[src/rtl/alu_mul_sequencer.sv]
// Iterative unsigned shift-add multiplier that borrows an external ALU for
// its additions. One ADD per clock, 32 iterations, one DONE cycle.
//
// state  | meaning
// -------+-----------------------------------------------------------
// S_IDLE | waiting for start; ALU driven with zeros / NOP
// S_RUN  | one shift-add iteration per clock through the external ALU
// S_DONE | one-cycle done pulse; product/hi_nonzero already registered
module alu_mul_sequencer #(
  parameter int DATA_W = 32,
  parameter int CNT_W  = 6
) (
  input  logic                clk,
  input  logic                rst,
  input  logic                start,
  input  logic [DATA_W-1:0]   multiplicand,
  input  logic [DATA_W-1:0]   multiplier,
  output logic                busy,
  output logic                done,
  output logic [2*DATA_W-1:0] product,
  output logic                hi_nonzero,
  output logic                alu_rst_n,
  output logic [DATA_W-1:0]   alu_src1,
  output logic [DATA_W-1:0]   alu_src2,
  output logic [3:0]          alu_control,
  output logic [2:0]          alu_bonus_control,
  input  logic [DATA_W-1:0]   alu_result,
  input  logic                alu_cout
);

  localparam logic [3:0] ALU_ADD = 4'b0010;
  localparam logic [3:0] ALU_NOP = 4'b0000;

  typedef enum logic [1:0] {
    S_IDLE,
    S_RUN,
    S_DONE
  } state_t;

  state_t            state;
  state_t            state_nxt;
  logic [DATA_W-1:0] a_reg;
  logic [DATA_W-1:0] p_hi;
  logic [DATA_W-1:0] p_lo;
  logic [CNT_W-1:0]  count;
  logic              last_iter;
  logic              add_c;
  logic [DATA_W-1:0] add_s;
  logic [DATA_W-1:0] p_hi_nxt;
  logic [DATA_W-1:0] p_lo_nxt;

  assign last_iter = (count == CNT_W'(DATA_W - 1));
  assign alu_rst_n = ~rst;

  // Select the 33-bit partial sum: ALU sum with its real carry-out when the
  // current multiplier bit is set, otherwise the unchanged upper half.
  always_comb begin
    add_c = 1'b0;
    add_s = p_hi;
    if (p_lo[0]) begin
      add_c = alu_cout;
      add_s = alu_result;
    end
  end

  assign p_hi_nxt = {add_c, add_s[DATA_W-1:1]};
  assign p_lo_nxt = {add_s[0], p_lo[DATA_W-1:1]};

  // State register.
  always_ff @(posedge clk or posedge rst) begin
    if (rst) state <= S_IDLE;
    else     state <= state_nxt;
  end

  // Next-state decode plus status and ALU drive outputs.
  always_comb begin
    state_nxt         = state;
    busy              = 1'b0;
    done              = 1'b0;
    alu_control       = ALU_NOP;
    alu_src1          = '0;
    alu_src2          = '0;
    alu_bonus_control = 3'b000;
    case (state)
      S_IDLE: begin
        if (start) state_nxt = S_RUN;
      end
      S_RUN: begin
        busy        = 1'b1;
        alu_control = ALU_ADD;
        alu_src1    = p_hi;
        alu_src2    = a_reg;
        if (last_iter) state_nxt = S_DONE;
      end
      S_DONE: begin
        busy      = 1'b1;
        done      = 1'b1;
        state_nxt = S_IDLE;
      end
      default: state_nxt = S_IDLE;
    endcase
  end

  // Operand capture, shift-add accumulation and result register. The result
  // is loaded on the edge that enters DONE so it is valid alongside done.
  always_ff @(posedge clk or posedge rst) begin
    if (rst) begin
      a_reg      <= '0;
      p_hi       <= '0;
      p_lo       <= '0;
      count      <= '0;
      product    <= '0;
      hi_nonzero <= 1'b0;
    end else begin
      case (state)
        S_IDLE: begin
          if (start) begin
            a_reg <= multiplicand;
            p_hi  <= '0;
            p_lo  <= multiplier;
            count <= '0;
          end
        end
        S_RUN: begin
          p_hi  <= p_hi_nxt;
          p_lo  <= p_lo_nxt;
          count <= count + CNT_W'(1);
          if (last_iter) begin
            product    <= {p_hi_nxt, p_lo_nxt};
            hi_nonzero <= |p_hi_nxt;
          end
        end
        default: ;
      endcase
    end
  end

endmodule

[config.mk]
export PLATFORM = sky130hd
export DESIGN_NAME = alu_mul_sequencer
export DESIGN_NICKNAME = d
export VERILOG_FILES = /design/src/rtl/alu_mul_sequencer.sv
export SDC_FILE = /design/constraint.sdc
export NUM_CORES = 1
export LEC_CHECK = 0
export BUFFER_PORTS_ARGS = -buffer_cell sky130_fd_sc_hd__clkbuf_2
export CORE_MARGIN = 3
export CORE_UTILIZATION = 40
export CTS_CLUSTER_SIZE = 12
export DETAILED_ROUTE_END_ITERATION = 8
export GPL_TIMING_DRIVEN = 0
export PLACE_DENSITY = 0.78
export SLEW_MARGIN = 10
export SYNTH_ARGS = -nofsm -noshare
export SYNTH_HDL_FRONTEND = slang
export SYNTH_SLANG_ARGS = --single-unit
[constraint.sdc]
create_clock -name clk -period 4.9 [get_ports clk]
set_clock_uncertainty 0.05 [all_clocks]
set_input_delay 0.245 -clock clk [delete_from_list [all_inputs] [get_ports clk]]
set_output_delay 0.245 -clock clk [all_outputs]
set_load 0.01 [all_outputs]
-- Yosys cells after proc, flatten, opt, wreduce, memory -nomap -nowiden
Cells that the tools add are included.
- register bits: 169
- input bits: 100
- output and inout bits: 139
- logic and storage cells: 38
- $add $sub $neg: 1
- equal/unequal tests: 5
- mux-type cells: 16
- bitwise operators: 1
- reduce and logical (&&, ||, !) cells: 8
- operators with widths (kind ; number):
    $mux W32 ; 5
    $pmux W32 S2 ; 2
    $reduce_or A32 Y1 ; 1
    $pmux W6 S2 ; 1
    $reduce_and A2 Y1 ; 4
    $add A6 B1 Y6 const B ; 1
    $eq A6 B5 Y1 const B ; 1
    $mux W2 ; 3
    $mux W6 ; 1
    $ne A2 B2 Y1 const B ; 2
    $pmux W2 S2 ; 1
    $mux W1 ; 3
    $eq A2 B1 Y1 const B ; 1
    $eq A2 B2 Y1 const B ; 1
    $logic_not A2 Y1 ; 1
    $reduce_bool A2 Y1 ; 1
    $reduce_or A2 Y1 ; 1
    $not A1 Y1 ; 1

-- Depth between registers and ports, before layout
- word-level depth: 3
- depth in mapped cells: 7

-- Worst setup path before layout
OpenSTA, ideal clock, no wires.
- kind: input to output
- from: input rst
- to: output alu_rst_n
- data arrival time: 3.774 ns
- required time: 4.605 ns
- slack: 0.831 ns
- stages on the path: 1
- cell sequence: inv_1
- longest elaborated chain between the ends: 1
- RTL lines (item ; line ; source):
    from (decl) ; 14 ; input logic rst,
    $not A1 Y1 ; 53 ; assign alu_rst_n = ~rst;
    to (decl) ; 22 ; output logic alu_rst_n,
Every way passes these cells.

-- Worst setup path after layout
- from: register state[1]
- to: output alu_src1[31]
- longest elaborated chain between the ends: 2
- RTL lines (item ; line ; source):
    from (decl) ; 40 ; state_t state;
    from (signal assigned) ; 72 ; else state <= state_nxt;
    $eq A2 B1 Y1 ; 84 ; case (state)
    $mux W32 ; 84 ;
    to (decl) ; 23 ; output logic [DATA_W-1:0] alu_src1,
Every way passes these cells.

==> results.toml <==
[status]
outcome = "completed"

[clock_tree]
cts.sink_count = 169
ctsLongestPathBuffers = 2
cts_tree = "done"
htreeDepth = 4
clk_pin_slew_worst_paths_ns = 0.06
cts-buffers-inserted = 17
insertion_delay_ns = 0.41
cts_resized = 0
root_buffer = "clkbuf_16"

[detailed_routing]
vias = 6104
wire_per_inst_microns = 17.8
ant_nets = 0
routed_wl_microns = 21400
route.detailed.drc = 0
drtPass1Iterations = 5
drt-vias-per-instance = 5.09
drtIter0Drc = 356

[synth]
syn_area_per_cell_sq_um = 11.1
syn_inst = 676
synth-seq-cells = 169
ys_warn_count = 0
syn_area_sq_um = 7540
ys_seq_area_share_pct = 56.1
synth.distinct_cells = 32

[timing]
tightest_slew_ns = 0.581
fmax_ghz = 0.384
timing.slew.headroom_pct = 60.1
final-max-slew-violation-count = 0
grt_setup_unrepaired = "false"
setup_tns_ns = 0
fin_crit_ns = 2.61
fin_crit_sh_pct = 53.2
hold_violations = 0
setup_viol = 0

[finish]
layoutNonFillerInstCount = 1200
finalCoreUtilization_pct = 54.5
largest_register_ffs = 64
nNetsFinal = 1062
drive_gt1_share_pct = 37.3
regMostFlops = "product"
antennaDiodeCount = 0
area_growth_pct = 31.7

[global_route]
grt_max_degree = 39
antenna_found_initial = 0
grt_pass1_wl_microns = 33400
grt-ovfl-total = 0
first_global_vias = 6395
grt_usage_pct = 20.7

[worst_setup_path]
critPathRequiredTime_ns = 4.61
crit_arrival_ns = 2.31
path_class = "flip-flop to primary output"
crit_fanout = 10
end_kind = "primary output"
start_kind = "flip-flop"

[pwr]
irDropWorstVdd_mv = 0.337
p_total_w = 0.00548
cellLeakagePower_nw = 4.90
power_per_cell_area_nw_per_um2 = 552

[die]
die_area_sq_um = 20500
core_area_sq_um = 18200
die_x_microns = 143
die_y_microns = 143
io_pins = 239
start_util_pct = 41.4
num_rows = 49

[place]
dp_cells = 1147
io_buffers = 232
hpwl_microns = 15700
gp_congestion = 0.868

[worst_hold_path]
hold_path.class = "input port to flip-flop"

[flow_run]
drv_cap = 0
## per-stage QoR
step	instance area [sq um]	hold slack (ns)	worst slack, ns
after CTS	9910	0.00179	2.25
after global routing	9920	0.00501	2.14
after global placement	9010	0.427	0.431
after detailed placement	9110	0.267	2.57
final	9920	0.0177	2.29
after floorplan	7560	0.346	2.28
## synth_stat cells
| cell type | instances | area [sq um] |
|---|---|---|
| xnor2_1 | 1 | 8.76 |
| dfrtp_1 | 169 | 4230 |
| o41ai_1 | 1 | 8.76 |
| nand3_1 | 2 | 10.0 |
| nor4_1 | 10 | 62.6 |
| buf_2 | 22 | 110 |
| mux2_1 | 5 | 56.3 |
| conb_1 | 1 | 3.75 |
| a21oi_1 | 36 | 180 |
| buf_1 | 1 | 3.75 |
| a31oi_1 | 1 | 6.26 |
| mux2_2 | 58 | 653 |
| nor3b_1 | 1 | 7.51 |
| buf_4 | 13 | 97.6 |
| nor3_4 | 1 | 16.3 |
| a32o_1 | 1 | 10.0 |
| nand2b_1 | 3 | 18.8 |
| nor2_1 | 40 | 150 |
| mux2i_1 | 66 | 661 |
| a21o_1 | 1 | 7.51 |
| inv_1 | 6 | 22.5 |
| nand4_1 | 2 | 12.5 |
| and2_1 | 65 | 407 |
| nor3_1 | 5 | 25.0 |
| a22o_1 | 1 | 8.76 |
| o21ai_0 | 70 | 350 |
| ha_1 | 4 | 50.1 |
| nor4b_1 | 1 | 8.76 |
| clkbuf_1 | 14 | 52.6 |
| or3_1 | 2 | 12.5 |
| a22oi_1 | 3 | 22.5 |
| nand2_1 | 70 | 263 |
## layout by cell type, fill, tap and decap left out, drive strengths merged, types with 2 or more instances in the layout
cell type and instances:
clkbuf 269, dfrtp 169, nand2 70, o21ai 70
mux2i 66, and2 65, mux2 63, buf 41
nor2 40, a21oi 36, dlygate4sd3 21, nor4 10
inv 7, conb 6, nor3 6, ha 4
clkinv 4, nand2b 3, a22oi 3, nand3 2
clkinvlp 2, nand4 2, or3 2, bufinv 2
## path summary, 6_finish.rpt
path                                              start                      end  slack, ns  cells past startpoint
worst max register to register     state[1]$_DFFE_PP0P_     p_hi[13]$_DFFE_PP0P_       2.56                      7
worst min register to register  product[24]$_DFFE_PP0P_  product[24]$_DFFE_PP0P_       0.44                      1
worst max-delay path               state[1]$_DFFE_PP0P_             alu_src1[31]       2.29                      6
worst min-delay path                    multiplicand[9]     a_reg[9]$_DFFE_PP0P_       0.02                      2
min in group asynchronous                           rst  product[52]$_DFFE_PP0P_       0.38                      3
max in group asynchronous                           rst    a_reg[12]$_DFFE_PP0P_       3.65                      5
## worst max-delay path, stage by stage, from the launching register on
cell and delay, ns:
dfrtp_1 0.39, inv_1 0.10, ha_1 0.28, buf_2 0.31, clkbuf_1 0.46, and2_1 0.23, clkbuf_2 0.14
## cell type report
class / count / area, sq um
clock inverters: 9 / 113
well taps: 229 / 287
multi-input cells: 456 / 3040
flip-flops and latches: 169 / 4230
inverters: 6 / 26.3
clock buffers: 23 / 488
repair buffers: 258 / 1480
plain buffers: 50 / 264
fillers: 1621 / 8280
## logic make-up after synthesis
group	share of synthesized area [%]
simple gates	13.2
mux	18.2
xor+xnor	0.116
fa+ha+maj	0.664
flops	56.1
compound gates	7.89
other cells	0.0498
buf+inv	3.80
## layer usage
layer  GRT usage, %  wire, microns  vias to the layer above
li1               -              -                     2859
met1           27.2           9200                     2998
met2           34.1          10400                      219
met3           5.32           1370                       28
met4           6.24            390                        0
met5              0              0                        -
## power by group
group,internal (W),switching [W],total (W)
Sequential,0.00180,0.000303,0.00210
Clock,0.000810,0.000556,0.00137
Combinational,0.000850,0.00116,0.00200
## timing repair
action / in CTS / in global routing
hold endpoints to repair: 38 / 1
hold buffers: 20 / 1
buffers inserted: 0 / 0
endpoints found under the setup margin: 0 / 0
Note: power is estimated with default switching activity, not from simulation.
